[src/rtl/pipe_ctrl.sv]
// Pipeline sequencing controller: merges load-use stall, execute branch redirect and MDU occupancy.
// Define PIPE_CTRL_MDU_EN to build MDU sequencing (BUSY state and latency counter).
module pipe_ctrl #(
   parameter int unsigned ADDR_WIDTH = 32,
   parameter int unsigned MUL_CYCLES = 4,
   parameter int unsigned DIV_CYCLES = 33
) (
   input  logic                  clk_i,
   input  logic                  rst_i,
   input  logic                  id_stallreq_i,
   input  logic                  exe_branch_i,
   input  logic [ADDR_WIDTH-1:0] exe_branch_addr_i,
   input  logic                  exe_mdu_req_i,
   input  logic                  exe_mdu_div_i,
   output logic [4:0]            stall_o,
   output logic                  flush_o,
   output logic [ADDR_WIDTH-1:0] new_pc_o,
   output logic                  mdu_done_o,
   output logic                  busy_o
);

   localparam int unsigned CNT_W   = 6;
   localparam int unsigned LAT_W   = 7;
   localparam logic [4:0]  STALL_LU  = 5'b00011;
   localparam logic [4:0]  STALL_MDU = 5'b00111;

`ifdef PIPE_CTRL_MDU_EN
   typedef enum logic {RUN, BUSY} state_t;

   state_t             state, state_nxt;
   logic [CNT_W-1:0]   cnt, cnt_nxt;
   logic [LAT_W-1:0]   lat;

   assign lat = exe_mdu_div_i ? LAT_W'(DIV_CYCLES) : LAT_W'(MUL_CYCLES);

   always_ff @(posedge clk_i) begin
      if (rst_i) begin
         state <= RUN;
         cnt   <= '0;
      end else begin
         state <= state_nxt;
         cnt   <= cnt_nxt;
      end
   end

   always_comb begin
      stall_o    = '0;
      flush_o    = 1'b0;
      new_pc_o   = '0;
      mdu_done_o = 1'b0;
      busy_o     = 1'b0;
      state_nxt  = state;
      cnt_nxt    = cnt;
      if (rst_i) begin
         state_nxt = RUN;
         cnt_nxt   = '0;
      end else if (state == BUSY && exe_mdu_req_i) begin
         // Execute holds the MDU op, so a branch cannot be resolved here
         busy_o = 1'b1;
         if (cnt != '0) begin
            stall_o = STALL_MDU;
            cnt_nxt = cnt - CNT_W'(1);
         end else begin
            mdu_done_o = 1'b1;
            stall_o    = id_stallreq_i ? STALL_LU : 5'b00000;
            state_nxt  = RUN;
         end
      end else begin
         // RUN rules; also covers an op withdrawn early while BUSY
         busy_o    = (state == BUSY);
         state_nxt = RUN;
         if (exe_branch_i) begin
            flush_o  = 1'b1;
            new_pc_o = exe_branch_addr_i;
         end else if (exe_mdu_req_i && lat == LAT_W'(1)) begin
            mdu_done_o = 1'b1;
            stall_o    = id_stallreq_i ? STALL_LU : 5'b00000;
         end else if (exe_mdu_req_i) begin
            stall_o   = STALL_MDU;
            cnt_nxt   = CNT_W'(lat - LAT_W'(2));
            state_nxt = BUSY;
         end else if (id_stallreq_i) begin
            stall_o = STALL_LU;
         end
      end
   end
`else
   logic unused_mdu;
   assign unused_mdu = ^{clk_i, exe_mdu_req_i, exe_mdu_div_i,
                         LAT_W'(MUL_CYCLES), LAT_W'(DIV_CYCLES), CNT_W'(0)};

   always_comb begin
      stall_o    = '0;
      flush_o    = 1'b0;
      new_pc_o   = '0;
      mdu_done_o = 1'b0;
      busy_o     = 1'b0;
      if (!rst_i) begin
         if (exe_branch_i) begin
            flush_o  = 1'b1;
            new_pc_o = exe_branch_addr_i;
         end else if (id_stallreq_i) begin
            stall_o = STALL_LU;
         end
      end
   end
`endif

endmodule

[config.mk]
export PLATFORM = sky130hd
export DESIGN_NAME = pipe_ctrl
export DESIGN_NICKNAME = d
export VERILOG_FILES = /design/src/rtl/pipe_ctrl.sv
export SDC_FILE = /design/constraint.sdc
export NUM_CORES = 1
export LEC_CHECK = 0
export CAP_MARGIN = 10
export CELL_PAD_IN_SITES_DETAIL_PLACEMENT = 1
export CELL_PAD_IN_SITES_GLOBAL_PLACEMENT = 1
export CORE_MARGIN = 2
export CORE_UTILIZATION = 10
export DETAILED_ROUTE_END_ITERATION = 12
export PLACE_DENSITY_LB_ADDON = 0.1
export SLEW_MARGIN = 15
export SYNTH_ARGS = -nofsm -noshare
export SYNTH_HDL_FRONTEND = slang
export SYNTH_SLANG_ARGS = --single-unit
[constraint.sdc]
create_clock -name vclk -period 1.1
set_clock_uncertainty 0.1 [all_clocks]
set_input_delay 0.22 -clock vclk [all_inputs]
set_output_delay 0.22 -clock vclk [all_outputs]
set_load 0.02 [all_outputs]
==> results.py, run 1 <==
metrics = {
    "floorplanning": {
        "design.die.area_um2": 4233,
        "start_util_pct": 10.26,
        "fp.coreArea_um2": 3633,
        "chipWidth_um": 65.06,
        "row_count": 22,
        "die_y_um": 65.06,
        "io_pins": 78,
    },
    "setup_path": {
        "worst-endpoint-required_ps": 780,
        "arrival_ps": 840,
        "crit_fanout": 5,
        "setup.worst_path.start_class": "input port",
        "timing.critical_path.from": "rst_i",
        "setup.worst_path.end_class": "output port",
        "timing_worst_setup_path_type": "input port to output port",
        "critical_path.endpoint": "stall_o[1]",
    },
    "synthesis": {
        "synth.yosys.seq_area_share_pct": 0,
        "synthesized_instance_count": 47,
        "synth_largest_type_area_fraction_pct": 75.17,
        "synth.lib_cells_used.distinct": 6,
        "post-synth-top-area-cell": "sky130_fd_sc_hd__and3b_1",
        "netlist_area_um2": 372.9,
        "synth_area_per_cell_um2": 7.933,
        "post_synth_main_area_contributors": "sky130_fd_sc_hd__and3b_1, sky130_fd_sc_hd__buf_4, sky130_fd_sc_hd__buf_2",
        "ys.warnings.count": 0,
    },
    "sta": {
        "max_transition_viols_final": 0,
        "final-setup-viol-count": 34,
        "setup_repair_after_global_routing_missed_its_margin": "true",
        "hold_viol": 0,
        "finalCritPeriodShare_pct": 105.1,
        "timing.setup.tns_ps": -863.2,
        "post-route-min-period_ps": 1156,
        "setup_ws_ps": -56.43,
        "timing.fmax_ghz": 0.8647,
    },
    "flow_run": {
        "drv.max_cap_violation_count": 0,
    },
    "layout": {
        "ff_latch_area_um2": 0,
        "syn_to_final_growth_pct": 243.6,
        "post_layout_instance_area_um2": 1281,
        "instances_no_fill": 166,
        "n_sequential_cell": 0,
        "post_route_cells_drive_above_1_share_pct": 39.83,
        "num-nets-final": 158,
        "antenna_cells": 0,
        "num-clock-buffers": 0,
        "final_cell_utilization_of_the_core_pct": 35.26,
    },
    "route": {
        "drt-initial-drc-count": 5,
        "firstDrtPassIters": 2,
        "remaining_antenna_violation_count_after_routing": 0,
        "vias_per_cell": 3.861,
        "vias": 641,
        "detail_route.wl_per_cell_um": 13.34,
        "drt_wl_total_mm": 2.215,
        "number_of_drc_violations_after_detailed_routing": 0,
    },
    "placement": {
        "preCtsSetupSlack_ps": -924.3,
        "place_inst": 160,
        "post_place_instance_area_um2": 1120,
        "finalWeightedCongestion": 0.5980,
        "placement.io_buffers": 70,
        "post_detail_place_hpwl_mm": 1.452,
    },
    "outcome": {
        "failing_checks": "negative setup slack",
        "run_status": "finished with violations",
    },
    "hold_path": {
        "type_of_the_tightest_min_delay_check": "input port to output port",
    },
    "power": {
        "static-leakage-power_nw": 0.7407,
        "p_per_area_nw_per_um2": 350.0,
        "peakVddDrop_uv": 106.6,
    },
    "cts": {
        "ctsHoldBuffers": 0,
        "post_cts_setup_buffers": 0,
    },
    "global_route": {
        "antenna_found_initial": 0,
        "residual_overflow_from_global_routing": 0,
        "grt_pass1_wl_mm": 3.346,
        "track_usage_pct": 10.22,
        "grt_max_degree": 18,
        "grt_pass1_vias": 626,
    },
}
-- cells in the final DEF, fill, tap and decap left out --
cell and instances:
sky130_fd_sc_hd__buf_16 3, sky130_fd_sc_hd__buf_4 1, sky130_fd_sc_hd__buf_12 3, sky130_fd_sc_hd__dlygate4sd2_1 33
sky130_fd_sc_hd__and3b_1 32, sky130_fd_sc_hd__nor2b_1 1, sky130_fd_sc_hd__nor3b_4 1, sky130_fd_sc_hd__buf_8 5
sky130_fd_sc_hd__conb_1 5, sky130_fd_sc_hd__buf_6 34
-- final cells by class --
| class | instances | area [µm²] |
|---|---|---|
| timing repair buffer | 79 | 897.1 |
| multi-input combinational | 39 | 324.1 |
| tap | 48 | 60.06 |
| fill | 441 | 2352 |
-- logic make-up after synthesis --
kind of cell	Yosys count	synth area share, %
buffers and inverters	12	20.13
other	1	1.006
and+or+nand+nor	34	78.86
-- stage by stage --
stage	power [mW]	hold slack, ps
5_1_grt	0.4781	740.8
3_3_place_gp	0.3954	1411
2_1_floorplan	0.1792	486.2
3_5_place_dp	0.3979	1415
4_1_cts	0.4527	726.2
6_report	0.4485	722.4
-- critical path: stages --
cell	delay, ps
sky130_fd_sc_hd__buf_12	120
sky130_fd_sc_hd__buf_8	120
sky130_fd_sc_hd__nor3b_4	220
sky130_fd_sc_hd__buf_6	150
-- how the worst min path moves through the flow --
stage                  startpoint         end  slack (ps)  cells past startpoint
floorplan            exe_branch_i  stall_o[0]         490                      2
global placement    id_stallreq_i  stall_o[1]        1410                      3
detailed placement  id_stallreq_i  stall_o[0]        1420                      3
CTS                         rst_i  stall_o[0]         730                      4
global route                rst_i  stall_o[0]         740                      4
finish                      rst_i  stall_o[0]         720                      4
-- synth_stat cells, drive strengths merged --
master / instances
conb: 1
nor3b: 1
nor2b: 1
and3b: 32
buf: 12
-- what timing repair did --
action                                  4_1_cts  5_1_grt
cloned                                        6        0
gates resized for setup                     273        2
endpoints found under the setup margin       35       34
pin swaps                                    32        5
-- per-layer routing --
layer / track usage [%] / share of wire, % / wire length (µm) / vias to the layer above
met5: 0 / 0 / 0 / -
met4: 0 / 0 / 0 / 0
met3: 2.778 / 11 / 244 / 0
met2: 19.97 / 53 / 1176 / 39
met1: 11.67 / 36 / 794 / 299
li1: - / - / - / 303
-- power by group --
group	internal [mW]	switching (mW)
combinational	0.264	0.185
sequential	0	0
clock	0	0
total	0.264	0.185
Note: power is estimated with default switching activity, not from simulation.
==> inputs of run 2 (changes only) <==
--- a/config.mk
+++ b/config.mk
@@ -8,7 +8,6 @@
 export CAP_MARGIN = 10
 export CELL_PAD_IN_SITES_DETAIL_PLACEMENT = 1
 export CELL_PAD_IN_SITES_GLOBAL_PLACEMENT = 1
-export CORE_MARGIN = 2
 export CORE_UTILIZATION = 10
 export DETAILED_ROUTE_END_ITERATION = 12
 export PLACE_DENSITY_LB_ADDON = 0.1
==> constraint.sdc (replaced) <==
create_clock -name vclk -period 1
set_clock_uncertainty 0.1 [all_clocks]
set_input_delay 0.2 -clock vclk [all_inputs]
set_output_delay 0.2 -clock vclk [all_outputs]
set_load 0.02 [all_outputs]
==> results.py, run 2 (synthesis gave the netlist of run 1 again) <==
metrics = {
    "route": {
        "detail_route.wl_per_cell_um": 13.10,
        "number_of_drc_violations_after_detailed_routing": 0,
        "drt_wl_total_mm": 2.135,
        "vias_per_cell": 3.914,
        "firstDrtPassIters": 2,
        "remaining_antenna_violation_count_after_routing": 0,
        "vias": 638,
        "drt-initial-drc-count": 2,
    },
    "layout": {
        "antenna_cells": 0,
        "instances_no_fill": 163,
        "n_sequential_cell": 0,
        "ff_latch_area_um2": 0,
        "mostFrequentLayoutCell": "sky130_fd_sc_hd__buf_6",
        "num-nets-final": 157,
        "syn_to_final_growth_pct": 233.6,
        "post_route_cells_drive_above_1_share_pct": 39.32,
        "num-clock-buffers": 0,
        "most_frequent_cells_in_the_layout": "sky130_fd_sc_hd__buf_6, sky130_fd_sc_hd__dlygate4sd2_1, sky130_fd_sc_hd__and3b_1",
    },
    "hold_path": {
        "hp-start": "rst_i",
        "type_of_the_tightest_min_delay_check": "input port to output port",
    },
    "cts": {
        "ctsHoldBuffers": 0,
        "post_cts_setup_buffers": 0,
    },
    "sta": {
        "finalCritPeriodShare_pct": 111.6,
        "max_transition_viols_final": 0,
        "hold_viol": 0,
        "final-setup-viol-count": 35,
        "post-route-min-period_ps": 1116,
        "finalHoldWorstSlack_ps": 679.4,
        "setup_repair_after_global_routing_missed_its_margin": "true",
        "timing.fmax_ghz": 0.8959,
        "setup_ws_ps": -116.1,
    },
    "power": {
        "net_switching_power_of_the_design_mw": 0.1966,
        "power.share.clock_pct": 0,
        "p_seq_share_pct": 0,
        "p_int_mw": 0.2763,
        "static-leakage-power_nw": 0.7259,
        "peakVddDrop_uv": 101.8,
        "total_power_mw": 0.4728,
        "p_per_area_nw_per_um2": 380.2,
        "power.combinational.fraction_pct": 100.0,
        "power.share.switching_pct": 41.57,
    },
    "setup_path": {
        "timing_worst_setup_path_type": "input port to output port",
        "setup.worst_path.start_class": "input port",
        "arrival_ps": 820,
        "timing.critical_path.slowest_cell_delay_ps": 210,
        "critical_path.slowest_cell": "sky130_fd_sc_hd__nor3b_4",
        "worst-endpoint-required_ps": 700,
        "crit_fanout": 5,
        "cp_cell_sequence": "buf_12 > buf_16 > nor3b_4 > buf_6",
        "timing.critical_path.from": "exe_branch_i",
        "setup.worst_path.end_class": "output port",
    },
    "placement": {
        "post_detail_place_hpwl_mm": 1.490,
        "place_inst": 159,
        "preCtsSetupSlack_ps": -999.7,
        "finalWeightedCongestion": 0.6825,
        "placement.io_buffers": 70,
    },
    "global_route": {
        "grt_max_degree": 18,
        "track_usage_pct": 10.38,
        "residual_overflow_from_global_routing": 0,
        "grt_pass1_wl_mm": 3.367,
        "antenna_found_initial": 0,
        "grt_pass1_vias": 667,
    },
    "flow_run": {
        "drv.max_cap_violation_count": 0,
    },
    "floorplanning": {
        "start_util_pct": 10.83,
        "fp.coreArea_um2": 3442,
        "row_count": 21,
        "chipWidth_um": 63.06,
        "design.die.area_um2": 3977,
        "io_pins": 78,
        "die_y_um": 63.06,
    },
    "outcome": {
        "run_status": "finished with violations",
        "failing_checks": "negative setup slack",
    },
}
run 2: cell count changes in the layout (fill, tap and decap cells not counted), sizes merged:
cell	previous run	this run
buf	46	45
run 2: layer usage:
metal	vias to the layer above	share of wire [%]	global-route usage, %
li1	301	-	-
met1	301	34	10.88
met2	36	57	21.91
met3	0	9.0	1.812
met4	0	0	0
met5	-	0	0
run 2: final cells by class:
cell class                      count  area, µm²
Fill cell                         420       2198
Timing Repair Buffer               78      862.1
Multi-Input combinational cell     39      324.1
Tap cell                           46      57.56
run 2: critical path: cells and delay by family:
family	cells	cell delay [ps]
buffers and inverters	3	400
AND/OR/NAND/NOR	1	210
run 2: power by group through the flow:
stage | Sequential, mW | Combinational [mW] | Clock, mW
6_report | 0 | 0.473 | 0
5_1_grt | 0 | 0.502 | 0
4_1_cts | 0 | 0.481 | 0
3_5_place_dp | 0 | 0.440 | 0
3_3_place_gp | 0 | 0.437 | 0
2_1_floorplan | 0 | 0.197 | 0
run 2: metrics by stage:
stage / TNS, ps / util (%) / instance area [µm²]
final: -2677 / 36.13 / 1244
after CTS: -2898 / 36.13 / 1244
after floorplan: -99.64 / - / 419.2
after global placement: -33610 / 32.68 / 1125
after global routing: -3572 / 36.13 / 1244
after detailed placement: -34250 / 32.68 / 1125
run 2: path summary, 6_finish.rpt:
check / end / slack, ps / cells past startpoint
worst max-delay path: stall_o[1] / -120 / 4
worst min-delay path: stall_o[0] / 680 / 4
run 2: timing repair:
action,in CTS,in global routing
endpoints found under the setup margin,35,35
resized for setup,265,0
pin swaps,33,4
cloned,4,0
==> inputs of run 3 (changes only) <==
--- a/config.mk
+++ b/config.mk
@@ -8,8 +8,10 @@
 export CAP_MARGIN = 10
 export CELL_PAD_IN_SITES_DETAIL_PLACEMENT = 1
 export CELL_PAD_IN_SITES_GLOBAL_PLACEMENT = 1
-export CORE_UTILIZATION = 10
+export CORE_AREA = 2 2 39 41
 export DETAILED_ROUTE_END_ITERATION = 12
+export DIE_AREA = 0 0 41 43
+export DONT_BUFFER_PORTS = 1
 export PLACE_DENSITY_LB_ADDON = 0.1
 export SLEW_MARGIN = 15
 export SYNTH_ARGS = -nofsm -noshare
==> results.py, run 3 (synthesis gave the netlist of run 1 again) <==
metrics = {
    "outcome": {
        "run_status": "finished clean",
    },
    "route": {
        "vias": 336,
        "drt-initial-drc-count": 0,
        "drt_wl_total_mm": 1.153,
        "firstDrtPassIters": 1,
        "remaining_antenna_violation_count_after_routing": 0,
        "detail_route.wl_per_cell_um": 20.23,
        "number_of_drc_violations_after_detailed_routing": 0,
        "vias_per_cell": 5.895,
    },
    "global_route": {
        "track_usage_pct": 12.09,
        "grt_pass1_vias": 304,
        "grt_max_degree": 35,
        "grt_pass1_wl_mm": 1.490,
        "antenna_found_initial": 0,
        "residual_overflow_from_global_routing": 0,
    },
    "sta": {
        "hold_viol": 0,
        "max_transition_viols_final": 0,
        "finalHoldWorstSlack_ps": 474.9,
        "setup_repair_after_global_routing_missed_its_margin": "false",
        "final-setup-viol-count": 0,
        "timing.fmax_ghz": 1.164,
        "post-route-min-period_ps": 859.3,
        "finalCritPeriodShare_pct": 85.93,
        "timing.setup.tns_ps": 0,
    },
    "setup_path": {
        "setup.worst_path.end_class": "output port",
        "crit_fanout": 34,
        "worst-endpoint-required_ps": 700,
        "setup.worst_path.start_class": "input port",
        "path_depth": 2,
        "critical_path.slowest_cell": "sky130_fd_sc_hd__buf_4",
        "arrival_ps": 560,
        "cp_cell_sequence": "nor3b_4 > buf_4",
        "critical_path.top_delay_family": "buffers and inverters",
        "timing.critical_path.from": "exe_branch_i",
        "timing.critical_path.slowest_cell_delay_ps": 200,
        "worst-path-buf-inv": 1,
        "critical_path.endpoint": "stall_o[0]",
        "timing_worst_setup_path_type": "input port to output port",
    },
    "power": {
        "peakVddDrop_uv": 108.4,
        "static-leakage-power_nw": 0.2606,
        "p_seq_share_pct": 0,
        "total_power_mw": 0.1609,
        "power.share.switching_pct": 69.41,
        "p_per_area_nw_per_um2": 448.0,
        "power.combinational.fraction_pct": 100.0,
        "power.share.clock_pct": 0,
        "net_switching_power_of_the_design_mw": 0.1117,
        "p_int_mw": 0.04921,
    },
    "cts": {
        "ctsHoldBuffers": 0,
        "post_cts_setup_buffers": 0,
        "postCtsResizedCells": 0,
    },
    "layout": {
        "mostFrequentLayoutCell": "sky130_fd_sc_hd__and3b_1",
        "ff_latch_area_um2": 0,
        "most_frequent_cells_in_the_layout": "sky130_fd_sc_hd__and3b_1, sky130_fd_sc_hd__conb_1, sky130_fd_sc_hd__buf_4",
        "syn_to_final_growth_pct": -3.691,
        "antenna_cells": 0,
        "num-clock-buffers": 0,
        "fill_cells": 169,
        "instances_no_fill": 57,
        "post_route_cells_drive_above_1_share_pct": 7.317,
        "n_sequential_cell": 0,
        "num-nets-final": 81,
        "post_layout_instance_area_um2": 359.1,
    },
    "placement": {
        "post_place_instance_area_um2": 359.1,
        "place_inst": 57,
        "finalWeightedCongestion": 0.6064,
        "placement.io_buffers": 0,
        "post_detail_place_hpwl_um": 917,
    },
    "hold_path": {
        "type_of_the_tightest_min_delay_check": "input port to output port",
    },
    "flow_run": {
        "drv.max_cap_violation_count": 0,
    },
    "floorplanning": {
        "die_y_um": 43,
        "start_util_pct": 26.94,
        "fp.coreArea_um2": 1384,
        "row_count": 14,
        "design.die.area_um2": 1763,
        "io_pins": 78,
        "chipWidth_um": 41,
    },
}
## run 3: cell count changes in the layout (fill, tap and decap cells not counted)
cell                            delta
sky130_fd_sc_hd__buf_16            -3
sky130_fd_sc_hd__buf_8             -2
sky130_fd_sc_hd__buf_6            -36
sky130_fd_sc_hd__dlygate4sd2_1    -33
sky130_fd_sc_hd__buf_12            -2
## run 3: stage by stage
stage                     setup slack (ps)  util, %
final                                140.7    25.95
after global routing                 103.6    25.95
after detailed placement             142.0    25.95
after global placement               146.9    25.95
after floorplan                     -99.64        -
after CTS                            142.0    25.95
## run 3: power groups by stage
| stage | clock network (mW) | registers (mW) | logic (mW) |
|---|---|---|---|
| 3_5_place_dp | 0 | 0 | 0.161 |
| 2_1_floorplan | 0 | 0 | 0.197 |
| 3_3_place_gp | 0 | 0 | 0.162 |
| 6_report | 0 | 0 | 0.161 |
| 4_1_cts | 0 | 0 | 0.162 |
| 5_1_grt | 0 | 0 | 0.168 |
## run 3: layer usage
| layer | global-route usage (%) | vias up | share of wire [%] |
|---|---|---|---|
| met5 | 0 | - | 0 |
| met4 | 0 | 0 | 0 |
| met1 | 9.810 | 145 | 28 |
| met2 | 27.19 | 47 | 58 |
| li1 | - | 144 | - |
| met3 | 1.571 | 0 | 14 |
## run 3: worst min-delay path by stage
stage | slack [ps] | from | depth (start not counted) | end
2_1_floorplan | 450 | exe_branch_i | 2 | stall_o[0]
3_3_place_gp | 470 | rst_i | 2 | flush_o
3_5_place_dp | 480 | rst_i | 2 | flush_o
4_1_cts | 480 | rst_i | 2 | flush_o
5_1_grt | 490 | rst_i | 2 | flush_o
6_report | 470 | rst_i | 2 | flush_o
## run 3: cell type report
class	count	area [µm²]	share of cell area [%]
multi-input cells	39	324.1	90.24
well taps	16	20.02	5.575
repair buffers	2	15.01	4.181
